==> config.mk <==
export PLATFORM = sky130hd
export DESIGN_NAME = control_incendio_multizona
export DESIGN_NICKNAME = d
export VERILOG_FILES = /design/src/rtl/control_incendio_multizona.sv
export SDC_FILE = /design/constraint.sdc
export NUM_CORES = 1
export LEC_CHECK = 0
export CAP_MARGIN = 5
export CORE_UTILIZATION = 45
export CTS_CLUSTER_DIAMETER = 200
export DETAILED_ROUTE_END_ITERATION = 10
export PLACE_DENSITY = 0.72
export SYNTH_ARGS = -nofsm -noshare
export SYNTH_HDL_FRONTEND = slang
export SYNTH_SLANG_ARGS = --single-unit
==> constraint.sdc <==
create_clock -name clk -period 2.54 [get_ports clk]
set_clock_uncertainty 0.05 [all_clocks]
set_input_delay 0.508 -clock clk [delete_from_list [all_inputs] [get_ports clk]]
set_output_delay 0.508 -clock clk [all_outputs]
set_load 0.02 [all_outputs]
==> src/rtl/control_incendio_multizona.sv <==
// Multi-zone fire-suppression controller: per-zone persistence FSM, timed water/CO2 discharge,
// alarm latch until ack. Optional saturating event counter enabled by CONTROL_INCENDIO_EVENTOS_EN.
module control_incendio_multizona #(
    parameter int N_ZONAS   = 4,
    parameter int ADC_W     = 4,
    parameter int T_ALTA    = 12,
    parameter int T_MEDIA   = 8,
    parameter int PERSIST   = 3,
    parameter int ACT_TICKS = 10,
    parameter int TICK_DIV  = 50000000
) (
    input  logic                     clk,
    input  logic                     reset,
    input  logic [N_ZONAS*ADC_W-1:0] temp,
    input  logic [N_ZONAS-1:0]       humo,
    input  logic [N_ZONAS-1:0]       elec,
    input  logic [N_ZONAS-1:0]       ack,
    input  logic                     reset_contador,
    output logic [N_ZONAS-1:0]       ejec_agua,
    output logic [N_ZONAS-1:0]       ejec_co2,
    output logic [N_ZONAS-1:0]       ventilador,
    output logic [N_ZONAS-1:0]       zona_alarma,
    output logic                     alarma,
    output logic [7:0]               eventos
);
    localparam int TW = $clog2(TICK_DIV);
    localparam int CW = $clog2(PERSIST + 1);
    localparam int AW = $clog2(ACT_TICKS + 1);
    localparam logic [TW-1:0]    TICK_LAST = TW'(TICK_DIV - 1);
    localparam logic [TW-1:0]    TICK_ONE  = TW'(1);
    localparam logic [CW-1:0]    CNT_ONE   = CW'(1);
    localparam logic [CW-1:0]    CNT_FIN   = CW'(PERSIST);
    localparam logic [AW-1:0]    TMR_INI   = AW'(ACT_TICKS);
    localparam logic [AW-1:0]    TMR_ONE   = AW'(1);
    localparam logic [ADC_W-1:0] T_ALTA_C  = ADC_W'(T_ALTA);
    localparam logic [ADC_W-1:0] T_MEDIA_C = ADC_W'(T_MEDIA);

    typedef enum logic [1:0] {IDLE, SOSPECHA, EXTINCION, ESPERA} estado_t;

    logic [TW-1:0]      tick_cnt_p1;
    logic               tick;
    logic [N_ZONAS-1:0] fuego, media, entra_p0;
    logic [N_ZONAS-1:0] agua_p0, co2_out_p0, vent_p0, zona_p0;
    estado_t            state_p1 [N_ZONAS];
    estado_t            state_p0 [N_ZONAS];
    logic [CW-1:0]      cnt_p1   [N_ZONAS];
    logic [CW-1:0]      cnt_p0   [N_ZONAS];
    logic [AW-1:0]      timer_p1 [N_ZONAS];
    logic [AW-1:0]      timer_p0 [N_ZONAS];
    logic [N_ZONAS-1:0] co2_p1, co2_p0;

    assign tick = (tick_cnt_p1 == TICK_LAST);

    always_comb begin
        fuego = '0;
        media = '0;
        for (int i = 0; i < N_ZONAS; i++) begin
            fuego[i] = humo[i] | (temp[i*ADC_W +: ADC_W] >= T_ALTA_C);
            media[i] = (temp[i*ADC_W +: ADC_W] >= T_MEDIA_C) & ~fuego[i];
        end
    end

    // stage p0: next-state decision per zone
    always_comb begin
        logic dispara;
        entra_p0   = '0;
        co2_p0     = co2_p1;
        agua_p0    = '0;
        co2_out_p0 = '0;
        vent_p0    = '0;
        zona_p0    = '0;
        for (int i = 0; i < N_ZONAS; i++) begin
            dispara     = 1'b0;
            state_p0[i] = state_p1[i];
            cnt_p0[i]   = cnt_p1[i];
            timer_p0[i] = timer_p1[i];
            case (state_p1[i])
                IDLE: begin
                    if (tick && fuego[i]) begin
                        cnt_p0[i] = CNT_ONE;
                        if (CNT_ONE == CNT_FIN) dispara = 1'b1;
                        else                    state_p0[i] = SOSPECHA;
                    end
                end
                SOSPECHA: begin
                    if (tick) begin
                        if (!fuego[i]) begin
                            state_p0[i] = IDLE;
                            cnt_p0[i]   = '0;
                        end else begin
                            cnt_p0[i] = cnt_p1[i] + CNT_ONE;
                            if (cnt_p0[i] == CNT_FIN) dispara = 1'b1;
                        end
                    end
                end
                EXTINCION: begin
                    // a zone that becomes energised mid-discharge switches to CO2 for good
                    co2_p0[i] = co2_p1[i] | elec[i];
                    if (tick) begin
                        if (timer_p1[i] == TMR_ONE) begin
                            timer_p0[i] = '0;
                            state_p0[i] = ESPERA;
                        end else begin
                            timer_p0[i] = timer_p1[i] - TMR_ONE;
                        end
                    end
                end
                ESPERA: begin
                    if (ack[i]) begin
                        if (fuego[i]) begin
                            dispara = 1'b1;
                        end else begin
                            state_p0[i] = IDLE;
                            cnt_p0[i]   = '0;
                        end
                    end
                end
                default: ;
            endcase
            if (dispara) begin
                state_p0[i] = EXTINCION;
                cnt_p0[i]   = '0;
                timer_p0[i] = TMR_INI;
                co2_p0[i]   = elec[i];
                entra_p0[i] = 1'b1;
            end
            agua_p0[i]    = (state_p0[i] == EXTINCION) & ~co2_p0[i];
            co2_out_p0[i] = (state_p0[i] == EXTINCION) &  co2_p0[i];
            zona_p0[i]    = (state_p0[i] == EXTINCION) | (state_p0[i] == ESPERA);
            vent_p0[i]    = media[i] & ((state_p0[i] == IDLE) | (state_p0[i] == SOSPECHA));
        end
    end

    // stage p1: registered state and outputs
    always_ff @(posedge clk) begin
        if (reset) begin
            tick_cnt_p1 <= '0;
            co2_p1      <= '0;
            for (int i = 0; i < N_ZONAS; i++) begin
                state_p1[i] <= IDLE;
                cnt_p1[i]   <= '0;
                timer_p1[i] <= '0;
            end
            ejec_agua   <= '0;
            ejec_co2    <= '0;
            ventilador  <= '0;
            zona_alarma <= '0;
            alarma      <= 1'b0;
        end else begin
            tick_cnt_p1 <= tick ? '0 : tick_cnt_p1 + TICK_ONE;
            co2_p1      <= co2_p0;
            for (int i = 0; i < N_ZONAS; i++) begin
                state_p1[i] <= state_p0[i];
                cnt_p1[i]   <= cnt_p0[i];
                timer_p1[i] <= timer_p0[i];
            end
            ejec_agua   <= agua_p0;
            ejec_co2    <= co2_out_p0;
            ventilador  <= vent_p0;
            zona_alarma <= zona_p0;
            alarma      <= |zona_p0;
        end
    end

`ifdef CONTROL_INCENDIO_EVENTOS_EN
    logic [7:0] eventos_p1;
    logic [8:0] suma_p0;

    function automatic logic [7:0] satura(input logic [8:0] v);
        return v[8] ? 8'hFF : v[7:0];
    endfunction

    always_comb begin
        suma_p0 = {1'b0, eventos_p1};
        for (int i = 0; i < N_ZONAS; i++) suma_p0 = suma_p0 + {8'd0, entra_p0[i]};
    end

    always_ff @(posedge clk) begin
        if (reset || reset_contador) eventos_p1 <= '0;
        else                         eventos_p1 <= satura(suma_p0);
    end

    assign eventos = eventos_p1;
`else
    logic unused_contador;
    assign unused_contador = reset_contador | (|entra_p0);
    assign eventos = 8'd0;
`endif
endmodule

Word level (Yosys, flattened, before mapping)
Memories as Yosys holds them, arrays and structs flattened. Index checks and enable logic that the tools add are counted.

Bits in writable memories: 32. Memories kept: 3. Output and inout bits: 25. Bits in registers: 47.

Memory list: timer_p1 (words 4, width 4, rd ports 4, clocked after memory_dff 0, wr ports 4, line 48) `logic [AW-1:0] timer_p1 [N_ZONAS];`; cnt_p1 (words 4, width 2, rd ports 4, clocked after memory_dff 0, wr ports 4, line 46) `logic [CW-1:0] cnt_p1 [N_ZONAS];`; state_p1 (words 4, width 2, rd ports 4, clocked after memory_dff 0, wr ports 4, line 44) `estado_t state_p1 [N_ZONAS];`.

Multiplexer cells: 123. Add/sub/neg operators: 9. Equal/unequal tests: 33. Order comparisons: 8. Bitwise operators: 52. Reductions and logical operators: 14.

Operators by type and width (count): 2-bit two-way mux (60); 4-bit two-way mux (20); 2-bit == test (second input constant) (20); 4-bit >= comparator (second input constant) (8); 2-bit case mux with 4 select lines (4); 1-bit two-way mux (31); 1-bit OR (28); 26-bit by 1-bit adder with 26-bit output (second input constant) (1); 26-bit == test (second input constant) (1); 2-bit case mux with 3 select lines (4); 1-bit bitwise AND (16); 2-bit by 1-bit == test with 1-bit output (second input constant) (8); 4-bit by 1-bit == test with 1-bit output (second input constant) (4); 2-bit logical NOT (8); 4-bit by 1-bit subtractor with 4-bit output (second input constant) (4); 2-bit by 1-bit adder with 2-bit output (second input constant) (4); 1-bit inverter (8); 1-bit case mux with 2 select lines (4); 1-bit logical AND (4); 4-bit OR reduction (1); 2-bit OR reduction (1).

Longest topological paths before layout
An unclocked memory read counts as a cell.

Word-level depth: 11. Mapped depth: 8. Depth with buffers taken out: 8.

Least setup slack after synthesis
Ideal clock, no wire load.

Path kind: reg2reg. Start point: reg tick_cnt_p1[0]. End point: reg ejec_co2[1]. Period minus slack after synthesis: 2.239 ns. Setup time: 0.103 ns. Slack: 0.301 ns. Stages on the path, launching flop included: 8. Data arrival time: 2.086 ns. Path buffers: 1. Cells stage by stage: dfxtp_1 -> ha_1 -> nand4_2 -> or3_1 -> buf_2 -> or4_1 -> o221a_2 -> a2111oi_2.

Word-level cells in the longest chain between the ends: 7. Elaborated cells on any way between the ends: 12. Those cells by class: eq/ne: 2; mux: 8; bitwise: 1; reduce/logical: 1.

RTL lines: from (decl) (line 40) `logic [TW-1:0] tick_cnt_p1;`; from (signal assigned) (line 150) `tick_cnt_p1 <= tick ? '0 : tick_cnt_p1 + TICK_ONE;`; 26-bit == test (*) (line 52) `assign tick = (tick_cnt_p1 == TICK_LAST);`; 1-bit logical AND (line 79) `if (tick && fuego[i]) begin`; 2-bit two-way mux (line 79); 2-bit case mux with 4 select lines (line 77) `case (state_p1[i])`; 2-bit two-way mux (line 120) `if (dispara) begin`; 2-bit == test (line 128) `co2_out_p0[i] = (state_p0[i] == EXTINCION) & co2_p0[i];`; 1-bit bitwise AND (*) (line 128); to (signal assigned) (line 158) `ejec_co2 <= co2_out_p0;`; to (decl) (line 20) `output logic [N_ZONAS-1:0] ejec_co2,`.

Every way passes the cells marked *; elsewhere a longest branch is shown, timed or not. A chain may end at the register's enable or synchronous reset.

Worst setup path after layout
Same ends and word-level chain as after synthesis.

==> results_tabular.tex <==
\begin{tabular}{lr}
\hline
Metric & Value \\
\hline
\multicolumn{2}{l}{\textbf{Power and ir drop}} \\
Static leakage & 0.001693 uW \\
Worst vdd rail ir drop & 0.2857 mV \\
Total Power Consumption & 2458 uW \\
PwrDens & 529.6 mW/mm2 \\
\multicolumn{2}{l}{\textbf{STA}} \\
Final slew viol count & 0 \\
Final critical-path share of the clock period & 94.48\% \\
Final setup violation count & 0 \\
Fmax & 0.4167 GHz \\
Endpoints failing hold & 0 \\
Final critical-path required period & 2.400 ns \\
\multicolumn{2}{l}{\textbf{Setup path}} \\
Critical register-to-register path startpoint & tick\_cnt\_p1[0]\$\_SDFF\_PP0\_ \\
Largest delay contributor family on the critical path & compound AO/OA/AOI/OAI gates \\
Required @ worst endpoint & 2.74 ns \\
Nature of the critical path startpoint & flop \\
Slowest stage delay, CP & 0.38 ns \\
Launch point of the critical path & tick\_cnt\_p1[0]\$\_SDFF\_PP0\_ \\
Setup slack of the worst register-to-register path & 0.14 ns \\
Critical-path cell list & ha\_1 -> nand4\_2 -> buf\_4 -> nor3\_2 -> nand2\_1 -> buf\_4 -> o21a\_1 -> a2111oi\_2 \\
Critical path start-end classification & flop to flop \\
Critical path buffer and inverter count & 2 \\
Crit end category & flop \\
Arrival time at the worst endpoint & 2.60 ns \\
Top cell by count, worst path & sky130\_fd\_sc\_hd\_\_buf\_4 \\
Crit-path max FO & 7 \\
Critical path's slowest cell & sky130\_fd\_sc\_hd\_\_dfxtp\_1 \\
\multicolumn{2}{l}{\textbf{Synth}} \\
Yosys synthesis warning count & 0 \\
Post-Syn Instances & 474 \\
Distinct cells, synth & 53 \\
Proportion of synthesized flip-flops having asynchronous set or reset & 0\% \\
Flip-flop and latch count after synthesis & 79 \\
Avg Inst Size Synth & 8.157 um2 \\
Area leader, netlist & sky130\_fd\_sc\_hd\_\_dfxtp\_1 \\
Number of synthesized flops with an enable pin & 0 \\
Proportion of synthesized chip area in sequential cells & 40.91\% \\
Mapped cell area & 0.003866 mm2 \\
Share of the synthesized area in the top cell type & 40.91\% \\
Primary flip-flop cell chosen by synthesis mapping & sky130\_fd\_sc\_hd\_\_dfxtp\_1 \\
Largest cells by area after synthesis & sky130\_fd\_sc\_hd\_\_dfxtp\_1 (41\%), sky130\_fd\_sc\_hd\_\_nor2\_1 (8.5\%), sky130\_fd\_sc\_hd\_\_a21oi\_1 (4.9\%), sky130\_fd\_sc\_hd\_\_ha\_1 (4.2\%), sky130\_fd\_sc\_hd\_\_xnor2\_1 (3.6\%) \\
\multicolumn{2}{l}{\textbf{Layout}} \\
Number of antenna diodes & 0 \\
Most common cell after layout, fill and taps aside & sky130\_fd\_sc\_hd\_\_nor2\_1 \\
Highest-count cells in the layout ignoring fill and taps & sky130\_fd\_sc\_hd\_\_nor2\_1 (88), sky130\_fd\_sc\_hd\_\_dfxtp\_1 (79), sky130\_fd\_sc\_hd\_\_a21oi\_1 (38), sky130\_fd\_sc\_hd\_\_clkdlybuf4s50\_1 (38), sky130\_fd\_sc\_hd\_\_nand2\_1 (30) \\
Post-synthesis to final-layout area growth & 20.06\% \\
Final Cell Area & 0.004642 mm2 \\
Number of fill cells & 749 \\
Number of nets in the final layout & 563 \\
Share of layout cells above drive strength 1 & 8.031\% \\
Utilization after layout & 56.21\% \\
\multicolumn{2}{l}{\textbf{Clock tree}} \\
Clock tree from TritonCTS & built \\
Root buffer cell & sky130\_fd\_sc\_hd\_\_clkbuf\_8 \\
H-tree lvl count & 3 \\
Cts-stage hold buffer count & 0 \\
Total setup buffers inserted after CTS & 0 \\
CTS buffer count & 9 \\
Clock tree sinks & 79 \\
Clk\_lat worst skew & 0.36 ns \\
Buffer levels on the longest clock path & 2 \\
Post-CTS clock slew at the launch and capture registers of the worst setup and hold paths & 0.08 ns \\
\multicolumn{2}{l}{\textbf{Run}} \\
Number of maximum-capacitance violations & 0 \\
\multicolumn{2}{l}{\textbf{Detailed routing}} \\
Number of detailed-routing iterations run before antenna repair & 5 \\
Via count normalized by instance count & 5.318 \\
Routed length per placed instance & 13.14 um \\
Number of remaining DRC errors & 0 \\
Sum of routed wire length over all layers & 8252 um \\
Violation count after the first detailed-route iteration & 186 \\
Vias & 3,340 \\
Antenna-violating nets left & 0 \\
\multicolumn{2}{l}{\textbf{Global routing}} \\
Number of global-route vias before repair & 3,014 \\
Wire length of the first global-routing pass & 13,630 um \\
Total routing usage reported by global routing & 19.61\% \\
Remaining global-route overflow & 0 \\
Maximum number of pins on one net before global-route repair & 26 \\
Number of antenna violations at the first check in global routing & 0 \\
\multicolumn{2}{l}{\textbf{Placed design}} \\
Cell area after placement & 0.004403 mm2 \\
Total of buffers placed on input and output ports & 38 \\
DP HPWL & 5949 um \\
GP Congestion & 0.8837 \\
\multicolumn{2}{l}{\textbf{Run status}} \\
Status & finished clean \\
\multicolumn{2}{l}{\textbf{Die}} \\
Core area & 0.008258 mm2 \\
Die footprint & 0.008966 mm2 \\
Standard-cell rows & 33 \\
I/O pin count & 56 \\
Y dimension of the die & 94.69 um \\
Effective utilization at floorplan & 46.82\% \\
Die span in x & 94.69 um \\
\multicolumn{2}{l}{\textbf{Worst hold path}} \\
HP Start & tick\_cnt\_p1[0]\$\_SDFF\_PP0\_ \\
Hold WC Path Type & flop to flop \\
\hline
\end{tabular}
-- worst reg2reg max path, stage by stage (launching register included) --
cell and delay, ns:
sky130_fd_sc_hd__dfxtp_1 0.38, sky130_fd_sc_hd__ha_1 0.24, sky130_fd_sc_hd__nand4_2 0.14, sky130_fd_sc_hd__buf_4 0.18, sky130_fd_sc_hd__nor3_2 0.21, sky130_fd_sc_hd__nand2_1 0.24, sky130_fd_sc_hd__buf_4 0.23, sky130_fd_sc_hd__o21a_1 0.25
sky130_fd_sc_hd__a2111oi_2 0.37
-- metrics by stage --
step / hold WS, ns / setup slack (ns) / std cells / TNS (ns)
final: 0.4191 / 0.1403 / 628 / 0
after global routing: 0.4417 / -0.005526 / 628 / -0.01055
after CTS: 0.4234 / 0.1100 / 628 / 0
after detailed placement: 0.4056 / 0.1168 / 613 / 0
after global placement: 0.3944 / 0.1458 / 613 / 0
after floorplan: 0.3798 / 0.3006 / 481 / 0
-- power by group --
| group | leakage, uW | internal [uW] | switching, uW |
|---|---|---|---|
| Sequential | 0.000637 | 1240 | 4.58 |
| Clock | 0.000111 | 645 | 455 |
| Combinational | 0.000945 | 50.2 | 60.2 |
-- cell usage after synthesis, drive strengths merged, types with 5 or more instances --
cell,n
a21oi,38
xnor2,16
nand3,18
nor2b,9
nand4,7
o21ai,9
a211oi,7
clkbuf,17
nor2,89
nand2b,5
nand2,30
buf,10
nor3,13
nor3b,9
ha,13
dfxtp,79
mux2i,7
nor4,5
or3,6
inv,26
xor2,8
-- layout make-up --
type                       count  area, um2  area share, %
multi-input combinational    349       2085          44.91
tap                          105      131.4          2.830
timing repair buffer          54      513.0          11.05
clock inverter                 6      110.1          2.372
sequential                    79       1582          34.07
clock buffer                   9      123.9          2.668
inverter                      26      97.59          2.102
-- repair_timing --
action                                  4_1_cts  5_1_grt
endpoints found under the setup margin        0        6
gates resized for setup                       0        1
endpoints found under the hold margin         0        0
-- kinds of logic after synthesis --
| family | synth area share (%) |
|---|---|
| mux | 1.812 |
| simple gates | 26.63 |
| fa+ha+maj | 4.207 |
| compound gates | 14.92 |
| buf+inv | 5.987 |
| flops | 40.91 |
| other cells | 0.09699 |
| xor+xnor | 5.437 |
-- flip-flops by register name (all words and copies together) (netlist names), 8 cells and up --
signal,flops
cnt_p1,8
state_p1,8
tick_cnt_p1,26
timer_p1,16
-- worst paths after layout --
kind / to / cells past startpoint
setup / recovery: ejec_co2[1]$_SDFF_PP0_ / 8
hold / removal: tick_cnt_p1[0]$_SDFF_PP0_ / 1
setup reg to reg: ejec_co2[1]$_SDFF_PP0_ / 8
hold reg to reg: tick_cnt_p1[0]$_SDFF_PP0_ / 1
-- routing by layer --
layer | wire, um | GRT usage, %
met2 | 3743 | 31.35
met1 | 4001 | 25.60
met4 | 132 | 8.333
met3 | 375 | 3.945
met5 | 0 | 0
No activity file was read; power rests on OpenSTA's default activity.
